## src/rtl/matmul_ctrl_module_if.sv

```systemverilog
// APB-style register bus between the host and the matmul controller.
// Zero-wait-state slave; pready is tied high by the slave.
interface matmul_ctrl_module_if #(
    parameter int unsigned ADDR_WIDTH = 5,
    parameter int unsigned BUS_WIDTH  = 16
);
    logic                  psel;
    logic                  penable;
    logic                  pwrite;
    logic [ADDR_WIDTH-1:0] paddr;
    logic [BUS_WIDTH-1:0]  pwdata;
    logic [BUS_WIDTH-1:0]  prdata;
    logic                  pready;
    logic                  pslverr;

    modport master (
        output psel, penable, pwrite, paddr, pwdata,
        input  prdata, pready, pslverr
    );

    modport slave (
        input  psel, penable, pwrite, paddr, pwdata,
        output prdata, pready, pslverr
    );
endinterface

```

## src/rtl/matmul_ctrl_module.sv

```systemverilog
// Register-mapped controller for one systolic matrix-multiply datapath.
// Holds operands and dims, runs one multiply per START, captures result and flags.
module matmul_ctrl_module #(
    parameter int unsigned DATA_WIDTH = 8,
    parameter int unsigned BUS_WIDTH  = 16,
    parameter int unsigned ADDR_WIDTH = 5,
    parameter int unsigned TIMEOUT    = 64,
    localparam int unsigned MAX_DIM   = BUS_WIDTH / DATA_WIDTH,
    localparam int unsigned NUM_PE    = MAX_DIM * MAX_DIM,
    localparam int unsigned OP_W      = NUM_PE * DATA_WIDTH,
    localparam int unsigned RES_W     = 2 * OP_W
) (
    input  logic                    clk_i,
    input  logic                    rst_ni,
    matmul_ctrl_module_if.slave     apb,
    output logic                    mul_start_o,
    output logic [2:0]              mul_n_dim_o,
    output logic [2:0]              mul_k_dim_o,
    output logic [2:0]              mul_m_dim_o,
    output logic [OP_W-1:0]         mul_a_matrix_o,
    output logic [OP_W-1:0]         mul_b_matrix_o,
    input  logic [RES_W-1:0]        mul_c_matrix_i,
    input  logic [NUM_PE-1:0]       mul_flags_i,
    input  logic                    mul_finish_i,
    output logic                    busy_o,
    output logic                    done_o
);
    localparam int unsigned WD_W = $clog2(TIMEOUT + 1);
    localparam int unsigned PG_W = ADDR_WIDTH - 3;

    typedef enum logic [1:0] {StIdle, StRun, StDone} state_e;

    state_e                              state_q, state_d;
    logic [MAX_DIM-1:0][BUS_WIDTH-1:0]   a_q, b_q;
    logic [2*MAX_DIM-1:0][BUS_WIDTH-1:0] c_q;
    logic [NUM_PE-1:0]                   flags_q;
    logic [8:0]                          dims_q, dims_d;
    logic                                dim_err_q, dim_err_d;
    logic                                timeout_q, timeout_d;
    logic [WD_W-1:0]                     wdog_q, wdog_d;
    logic                                capture;

    logic            running, access, wr_access;
    logic [PG_W-1:0] page;
    logic [2:0]      off;
    logic            is_ctrl, is_stat, is_a, is_b, is_res, mapped, ro;
    logic            ctrl_wr, a_wr, b_wr;
    logic [2:0]      n_wr, k_wr, m_wr;
    logic            dims_ok;

    assign running   = (state_q == StRun);
    assign access    = apb.psel & apb.penable;
    assign wr_access = access & apb.pwrite;

    // Operand and result windows are 8-word pages; the low 3 bits index the row/word.
    assign page    = apb.paddr[ADDR_WIDTH-1:3];
    assign off     = apb.paddr[2:0];
    assign is_ctrl = (apb.paddr == ADDR_WIDTH'(0));
    assign is_stat = (apb.paddr == ADDR_WIDTH'(1));
    assign is_a    = (page == PG_W'(1)) && (32'(off) < MAX_DIM);
    assign is_b    = (page == PG_W'(2)) && (32'(off) < MAX_DIM);
    assign is_res  = (page == PG_W'(3)) && (32'(off) < 2 * MAX_DIM);
    assign mapped  = is_ctrl | is_stat | is_a | is_b | is_res;
    assign ro      = is_stat | is_res;

    assign apb.pready  = 1'b1;
    assign apb.pslverr = access & (~mapped | (apb.pwrite & (ro | running)));

    assign ctrl_wr = wr_access & is_ctrl & ~running;
    assign a_wr    = wr_access & is_a & ~running;
    assign b_wr    = wr_access & is_b & ~running;

    assign n_wr    = apb.pwdata[4:2];
    assign k_wr    = apb.pwdata[7:5];
    assign m_wr    = apb.pwdata[10:8];
    assign dims_ok = (n_wr != 3'd0) && (32'(n_wr) <= MAX_DIM) &&
                     (k_wr != 3'd0) && (32'(k_wr) <= MAX_DIM) &&
                     (m_wr != 3'd0) && (32'(m_wr) <= MAX_DIM);

    always_comb begin
        apb.prdata = '0;
        if (access) begin
            if (is_ctrl) begin
                apb.prdata = BUS_WIDTH'({dims_q, 2'b00});
            end else if (is_stat) begin
                apb.prdata = BUS_WIDTH'({flags_q, timeout_q, dim_err_q, done_o, busy_o});
            end
            for (int unsigned r = 0; r < MAX_DIM; r++) begin
                if (is_a && off == 3'(r)) apb.prdata = a_q[r];
                if (is_b && off == 3'(r)) apb.prdata = b_q[r];
            end
            for (int unsigned w = 0; w < 2 * MAX_DIM; w++) begin
                if (is_res && off == 3'(w)) apb.prdata = c_q[w];
            end
        end
    end

    always_comb begin
        state_d   = state_q;
        dims_d    = dims_q;
        dim_err_d = dim_err_q;
        timeout_d = timeout_q;
        wdog_d    = wdog_q;
        capture   = 1'b0;
        case (state_q)
            StIdle, StDone: begin
                if (ctrl_wr) begin
                    dims_d = apb.pwdata[10:2];
                    if (apb.pwdata[0]) begin
                        if (dims_ok) begin
                            state_d   = StRun;
                            dim_err_d = 1'b0;
                            timeout_d = 1'b0;
                            wdog_d    = '0;
                        end else begin
                            dim_err_d = 1'b1;
                        end
                    end
                end
            end
            StRun: begin
                if (mul_finish_i) begin
                    state_d = StDone;
                    capture = 1'b1;
                end else if (wdog_q == WD_W'(TIMEOUT - 1)) begin
                    state_d   = StIdle;
                    timeout_d = 1'b1;
                end else begin
                    wdog_d = wdog_q + 1'b1;
                end
            end
            default: state_d = StIdle;
        endcase
    end

    always_ff @(posedge clk_i or negedge rst_ni) begin
        if (!rst_ni) begin
            state_q   <= StIdle;
            dims_q    <= '0;
            dim_err_q <= 1'b0;
            timeout_q <= 1'b0;
            wdog_q    <= '0;
        end else begin
            state_q   <= state_d;
            dims_q    <= dims_d;
            dim_err_q <= dim_err_d;
            timeout_q <= timeout_d;
            wdog_q    <= wdog_d;
        end
    end

    always_ff @(posedge clk_i or negedge rst_ni) begin
        if (!rst_ni) begin
            a_q     <= '0;
            b_q     <= '0;
            c_q     <= '0;
            flags_q <= '0;
        end else begin
            for (int unsigned r = 0; r < MAX_DIM; r++) begin
                if (a_wr && off == 3'(r)) a_q[r] <= apb.pwdata;
                if (b_wr && off == 3'(r)) b_q[r] <= apb.pwdata;
            end
            if (capture) begin
                c_q     <= mul_c_matrix_i;
                flags_q <= mul_flags_i;
            end
        end
    end

    // Start/busy decode straight from state so reset drops them asynchronously.
    assign mul_start_o    = running;
    assign busy_o         = running;
    assign done_o         = (state_q == StDone);
    assign mul_n_dim_o    = dims_q[2:0];
    assign mul_k_dim_o    = dims_q[5:3];
    assign mul_m_dim_o    = dims_q[8:6];
    assign mul_a_matrix_o = a_q;
    assign mul_b_matrix_o = b_q;
endmodule

```

## src/flat_wrapper.sv

```systemverilog
// flat-port wrapper written by rule: the top's interface ports become plain ports
module matmul_ctrl_module_flat 
#(
    parameter int unsigned DATA_WIDTH = 8,
    parameter int unsigned BUS_WIDTH  = 16,
    parameter int unsigned ADDR_WIDTH = 5,
    parameter int unsigned TIMEOUT    = 64,
    localparam int unsigned MAX_DIM   = BUS_WIDTH / DATA_WIDTH,
    localparam int unsigned NUM_PE    = MAX_DIM * MAX_DIM,
    localparam int unsigned OP_W      = NUM_PE * DATA_WIDTH,
    localparam int unsigned RES_W     = 2 * OP_W
)
  (clk_i, rst_ni, mul_start_o, mul_n_dim_o, mul_k_dim_o, mul_m_dim_o, mul_a_matrix_o, mul_b_matrix_o, mul_c_matrix_i, mul_flags_i, mul_finish_i, busy_o, done_o, apb_psel, apb_penable, apb_pwrite, apb_paddr, apb_pwdata, apb_prdata, apb_pready, apb_pslverr);
  matmul_ctrl_module_if #(.ADDR_WIDTH(ADDR_WIDTH), .BUS_WIDTH(BUS_WIDTH)) apb_i ();
  input  logic clk_i;
  input  logic rst_ni;
  output logic mul_start_o;
  output logic [2:0] mul_n_dim_o;
  output logic [2:0] mul_k_dim_o;
  output logic [2:0] mul_m_dim_o;
  output logic [OP_W-1:0] mul_a_matrix_o;
  output logic [OP_W-1:0] mul_b_matrix_o;
  input  logic [RES_W-1:0] mul_c_matrix_i;
  input  logic [NUM_PE-1:0] mul_flags_i;
  input  logic mul_finish_i;
  output logic busy_o;
  output logic done_o;
  input wire logic [$bits(apb_i.psel)-1:0] apb_psel;
  input wire logic [$bits(apb_i.penable)-1:0] apb_penable;
  input wire logic [$bits(apb_i.pwrite)-1:0] apb_pwrite;
  input wire logic [$bits(apb_i.paddr)-1:0] apb_paddr;
  input wire logic [$bits(apb_i.pwdata)-1:0] apb_pwdata;
  output wire logic [$bits(apb_i.prdata)-1:0] apb_prdata;
  output wire logic [$bits(apb_i.pready)-1:0] apb_pready;
  output wire logic [$bits(apb_i.pslverr)-1:0] apb_pslverr;
  assign apb_i.psel = apb_psel;
  assign apb_i.penable = apb_penable;
  assign apb_i.pwrite = apb_pwrite;
  assign apb_i.paddr = apb_paddr;
  assign apb_i.pwdata = apb_pwdata;
  assign apb_prdata = apb_i.prdata;
  assign apb_pready = apb_i.pready;
  assign apb_pslverr = apb_i.pslverr;
  matmul_ctrl_module #(.DATA_WIDTH(DATA_WIDTH), .BUS_WIDTH(BUS_WIDTH), .ADDR_WIDTH(ADDR_WIDTH), .TIMEOUT(TIMEOUT)) u_core (.clk_i(clk_i), .rst_ni(rst_ni), .apb(apb_i), .mul_start_o(mul_start_o), .mul_n_dim_o(mul_n_dim_o), .mul_k_dim_o(mul_k_dim_o), .mul_m_dim_o(mul_m_dim_o), .mul_a_matrix_o(mul_a_matrix_o), .mul_b_matrix_o(mul_b_matrix_o), .mul_c_matrix_i(mul_c_matrix_i), .mul_flags_i(mul_flags_i), .mul_finish_i(mul_finish_i), .busy_o(busy_o), .done_o(done_o));
endmodule
```

## config.mk

```make
export PLATFORM = sky130hd
export DESIGN_NAME = matmul_ctrl_module_flat
export DESIGN_NICKNAME = d
export VERILOG_FILES = /design/src/rtl/matmul_ctrl_module_if.sv /design/src/rtl/matmul_ctrl_module.sv /design/src/flat_wrapper.sv
export SDC_FILE = /design/constraint.sdc
export NUM_CORES = 1
export LEC_CHECK = 0
export BUFFER_PORTS_ARGS = -buffer_cell sky130_fd_sc_hd__clkbuf_2
export CAP_MARGIN = 20
export CORE_AREA = 2 2 132 134
export DETAILED_ROUTE_END_ITERATION = 6
export DIE_AREA = 0 0 134 136
export GPL_TIMING_DRIVEN = 0
export PLACE_DENSITY = 0.69
export SLEW_MARGIN = 20
export SYNTH_ARGS = -nofsm -noshare
export SYNTH_HDL_FRONTEND = slang
export SYNTH_SLANG_ARGS = --single-unit
```

## constraint.sdc

```tcl
create_clock -name clk_i -period 2.2 [get_ports clk_i]
set_input_delay 0.33 -clock clk_i [delete_from_list [all_inputs] [get_ports clk_i]]
set_output_delay 0.33 -clock clk_i [all_outputs]
set_load 0.1 [all_outputs]
```

== After elaboration in Yosys (flattened, before gate mapping) ==
Index checks and enable logic that the tools add are counted.
Word-level totals
  flip-flop bits (word level): 152
  input bits: 95
  output and inout bits: 94
Operators by class
  $add $sub $neg: 1
  $lt $le $gt $ge: 5
  eq/ne operators: 17
  multiplexer cells: 32
  bitwise gates (word level): 19
  reductions and logical operators: 33
Operators by type and width (number)
  two-way mux 16 bit: 10
  two-way mux 7 bit: 5
  logical AND 1 bit: 20
  one-hot mux 7 bit (2 select lines): 1
  AND reduction 6 bit: 2
  bitwise AND 1 bit: 10
  two-way mux 2 bit: 5
  less-or-equal comparator 3 x 2 -> 1 bit, second input constant: 3
  nonzero test 3 bit: 3
  two-way mux 1 bit: 8
  two-way mux 8 bit: 1
  != test 2 bit, second input constant: 4
  adder 7 x 1 -> 7 bit, second input constant: 1
  == test 7 x 6 -> 1 bit, second input constant: 1
  bitwise OR 1 bit: 7
  == test 2 bit, second input constant: 3
  == test 3 x 2 -> 1 bit, second input constant: 2
  == test 5 x 1 -> 1 bit, second input constant: 1
  logical NOT 5 bit: 1
  == test 2 x 1 -> 1 bit, second input constant: 2
  != test 2 x 1 -> 1 bit, second input constant: 2
  one-hot mux 2 bit (2 select lines): 1
  AND reduction 4 bit: 1
  == test 3 x 1 -> 1 bit, second input constant: 1
  11 further kinds: 12

== Depth between registers and ports, before layout ==
  word-level depth: 12
  gate-level depth with buffers: 8

== Worst setup path after synthesis ==
No wires, ideal clock.
  path kind: input-to-output
  from: input apb_paddr[1]
  to: output apb_prdata[3]
  arrival: 4.680 ns
  required time: 1.870 ns
  slack: -2.810 ns
  stages on the path: 6
  cells stage by stage: buf_2 -> buf_1 -> nand2_1 -> a21oi_1 -> a21oi_1 -> o311ai_0
Between the ends
  longest elaborated chain between the ends: 12
  elaborated cells between the ends (all ways): 30
  those cells by class: order compare (2); eq/ne (4); mux (11); reduce/logical (13)
RTL lines
  start, declared: RTL line flat_wrapper.sv:31  | input wire logic [$bits(apb_i.paddr)-1:0] apb_paddr;
  < comparator 3 x 2 -> 1 bit / == test 5 x 1 -> 1 bit (equally long branches): RTL line matmul_ctrl_module.sv:60, matmul_ctrl_module.sv:61, matmul_ctrl_module.sv:59
  logical AND 1 bit / two-way mux 8 bit (equally long branches): RTL line matmul_ctrl_module.sv:60, matmul_ctrl_module.sv:85
  logical AND 1 bit / two-way mux 16 bit (equally long branches): RTL line matmul_ctrl_module.sv:89, matmul_ctrl_module.sv:83
  two-way mux 16 bit: RTL line matmul_ctrl_module.sv:89  | if (is_a && off == 3'(r)) apb.prdata = a_q[r];
  two-way mux 16 bit: RTL line matmul_ctrl_module.sv:90  | if (is_b && off == 3'(r)) apb.prdata = b_q[r];
  two-way mux 16 bit: RTL line matmul_ctrl_module.sv:89
  two-way mux 16 bit: RTL line matmul_ctrl_module.sv:90
  two-way mux 16 bit (3 in a row): RTL line matmul_ctrl_module.sv:93  | if (is_res && off == 3'(w)) apb.prdata = c_q[w];
  two-way mux 16 bit (*): RTL line matmul_ctrl_module.sv:93
  two-way mux 16 bit (*): RTL line matmul_ctrl_module.sv:82  | if (access) begin
  end, declared: RTL line flat_wrapper.sv:33  | output wire logic [$bits(apb_i.prdata)-1:0] apb_prdata;
Mark *: on every way between the ends. The rest lies on a longest branch, timed or not.

== Final worst setup path ==
  from: input apb_paddr[2]
  to: output apb_prdata[6]
The elaborated chain is that of the path after synthesis.

==> impl_metrics.json <==
{
  "fp-row-count": 48,
  "setup_viol_count_final": 14,
  "io_pins": 189,
  "ys_warn_count": 0,
  "syn2layout_area_growth_pct": 47.9,
  "placed_area_sq_um": 9050,
  "power.static_leakage_nw": 5.26,
  "synth_area_per_cell_sq_um": 12.1,
  "finalHoldViolCount": 0,
  "dp_slack_ns": -0.985,
  "antenna_found_initial": 0,
  "syn_nets": 715,
  "period_share_pct": 109,
  "first_iter_violations": 552,
  "vias": 6460,
  "hold_path.class": "input pin to flop",
  "grt-ovfl-total": 0,
  "cp-startpoint": "apb_paddr[2]",
  "firstDrtPassIters": 5,
  "clk_latency_ns": 0.43,
  "drc": 0,
  "gp_congestion": 0.909,
  "critical_path.max_stage_delay_ns": 0.43,
  "fmaxAchievable_mhz": 417,
  "core_sq_um": 16900,
  "setup_ws_ns": -0.195,
  "cts_htree_levels": 4,
  "syn_area_sq_um": 7460,
  "required_ns": 1.87,
  "powerDensity_nw_per_um2": 699,
  "grt_pass1_wl_um": 38000,
  "cp_num_buf_inv": 4,
  "vias_per_cell": 5.80,
  "min_period_ns": 2.40,
  "wl_um": 25900,
  "die_area_sq_um": 18200,
  "crit_chain": "buf_12 > or3b_4 > nor3_4 > buf_12 > buf_12 > a221o_1 > o21ai_2 > o311ai_4 > clkbuf_16",
  "drive_gt1_share_pct": 65.0,
  "ys_async_sr_fraction_pct": 100,
  "clock_sinks": 152,
  "antennaDiodeCount": 0,
  "violations": "negative setup slack",
  "dp_cells": 1031,
  "yosys_most_used_dff": "dfrtp_1",
  "synth_edf_count": 0,
  "drtAntennaViolNets": 0,
  "path_common_cell": "buf_12",
  "ys_types": 67,
  "ys_seq_elements": 152,
  "clk_pin_slew_ns": 0.06,
  "slew_viol_final": 0,
  "grt_pass1_vias": 6378,
  "layoutNonFillerInstCount": 1113,
  "min-delay-start": "mul_c_matrix_i[62]",
  "grt_usage_pct": 28.4,
  "outcome": "finished, violations left",
  "die_x_um": 134,
  "crit_arrival_ns": 2.07,
  "crit_path_end_kind": "output port",
  "tns_ns": -1.71,
  "place_hpwl_um": 18000,
  "clockBufferDepth": 2,
  "vdd_drop_max_v": 0.000669,
  "wire_per_inst_um": 23.3,
  "die_h_um": 136,
  "start_util_pct": 44.2,
  "skew_ns": 0.00992,
  "portBuffers": 186,
  "grt_max_degree": 88,
  "path_delay_family": "simple AND/OR/NAND/NOR gates",
  "synthesis.instances": 619,
  "seq_area_frac_synth_pct": 51.0,
  "cts_tree": "done",
  "design_area_sq_um": 11000,
  "tightest_slew_ns": 0.618,
  "cp-start-kind": "input pin",
  "max-cap-violations": 0,
  "nNetsFinal": 971,
  "crit_type": "input pin to output port",
  "rsz0062_at_grt": "true",
  "r2r_start": "u_core.state_q[0]",
  "relSlewSlack_pct": 58.8,
  "root_buffer": "clkbuf_16",
  "crit_fanout": 7,
  "cts-buffers-inserted": 17,
  "crit_path_top_delay_cell": "or3b_4"
}
-- synthesized netlist by cell type, types with 6 or more instances --
| cell | instances | area (sq um) |
|---|---|---|
| mux2i_1 | 11 | 110 |
| clkbuf_1 | 10 | 37.5 |
| and3_1 | 10 | 62.6 |
| mux2_2 | 143 | 1610 |
| inv_1 | 10 | 37.5 |
| buf_4 | 6 | 45.0 |
| xor2_1 | 7 | 61.3 |
| nor3_1 | 6 | 30.0 |
| o21ai_0 | 23 | 115 |
| nand2_1 | 30 | 113 |
| nand4_1 | 6 | 37.5 |
| buf_2 | 17 | 85.1 |
| a21oi_1 | 35 | 175 |
| nor2_1 | 24 | 90.1 |
| dfrtp_1 | 152 | 3800 |
| a221oi_1 | 6 | 52.6 |
| nand3_1 | 10 | 50.1 |
| o22ai_1 | 8 | 50.1 |
| nand2b_1 | 9 | 56.3 |
-- logic make-up (layout without fill, tap and decap cells) --
group,Yosys count,in the layout,synth area share (%)
XOR/XNOR,7,7,0.821
other,1,1,0.0502
adder cells (fa/ha/maj),1,1,0.168
AO/OA/AOI/OAI,127,127,11.5
multiplexers,155,155,23.2
buffers and inverters,48,317,3.22
flip-flops,152,152,51.0
AND/OR/NAND/NOR,128,128,10.1
-- registers in the layout, summed over array words and instances, names as in the netlist --
name and count:
u_core.c_q 64, u_core.timeout_q 1, u_core.state_q 2, u_core.dims_q 9, u_core.flags_q 4, u_core.mul_b_matrix_o 32, u_core.dim_err_q 1, u_core.mul_a_matrix_o 32
u_core.wdog_q 7
-- metrics by stage --
step,hold WS (ns),total power [mW],utilization (%)
4_1_cts,0.123,7.68,63.9
2_1_floorplan,0.0344,4.18,-
6_report,0.134,7.72,65.4
5_1_grt,0.112,7.95,65.4
3_5_place_dp,0.360,4.61,53.6
3_3_place_gp,0.480,4.60,53.4
-- area by class of cell --
cell class	instances	area, sq um
fill	1210	5840
multi-input combinational	419	4100
sequential	152	3840
timing repair buffer	240	1840
clock buffer	21	460
buffer	35	334
tap	225	282
clock inverter	11	136
inverter	10	45.0
-- report_power, final --
group / switching (mW) / internal (mW)
clock: 1.21 / 1.75
sequential: 0.117 / 2.92
combinational: 1.30 / 0.419
total: 2.63 / 5.09
-- worst paths after layout --
| kind | depth (start not counted) | endpoint | slack, ns |
|---|---|---|---|
| worst max-delay path | 9 | apb_prdata[6] | -0.20 |
| worst min-delay path | 2 | u_core.c_q[62] | 0.13 |
| worst max register to register | 6 | u_core.mul_a_matrix_o[12] | 0.07 |
| worst min register to register | 2 | u_core.dim_err_q | 0.50 |
| max in group asynchronous | 3 | u_core.mul_a_matrix_o[0] | 0.88 |
| min in group asynchronous | 2 | u_core.c_q[31] | 0.46 |
-- worst register-to-register path: stages (launching register included) --
cell and delay, ns:
dfrtp_2 0.46, nand2b_4 0.14, buf_4 0.13, nand3_2 0.21
nor2_2 0.42, buf_4 0.30, mux2_2 0.36
-- per-layer routing --
metal	wire length [um]	share of wire [%]	vias up	global-route usage [%]
li1	-	-	2826	-
met1	10600	41	3221	38.1
met2	12300	48	357	44.6
met3	2090	8.1	56	6.90
met4	797	3.1	0	11.2
met5	0	0	-	0
-- layout by cell type, fill, tap and decap left out, types with 5 or more instances in the layout --
cell type	n
a21oi_1	22
a21oi_2	8
a21oi_4	5
and3_1	7
buf_12	11
buf_2	9
buf_4	48
buf_6	12
clkbuf_16	34
clkbuf_2	165
clkbuf_8	5
dfrtp_1	127
dfrtp_2	22
inv_1	8
inv_6	5
mux2_2	142
mux2i_1	6
nand2_1	23
nand2_2	8
nand2b_1	5
nand3_1	9
nand4_1	6
nor2_1	17
nor2_4	5
o21ai_0	13
o21ai_2	5
o2bb2ai_1	5
xor2_1	7
-- what timing repair did --
item	in CTS	in global routing
buffers inserted	39	11
pin swaps	32	31
endpoints found under the setup margin	18	27
hold buffers	1	0
cloned	3	0
hold endpoints to repair	65	0
resized for setup	163	40
Power figures use the tool's default switching activity.
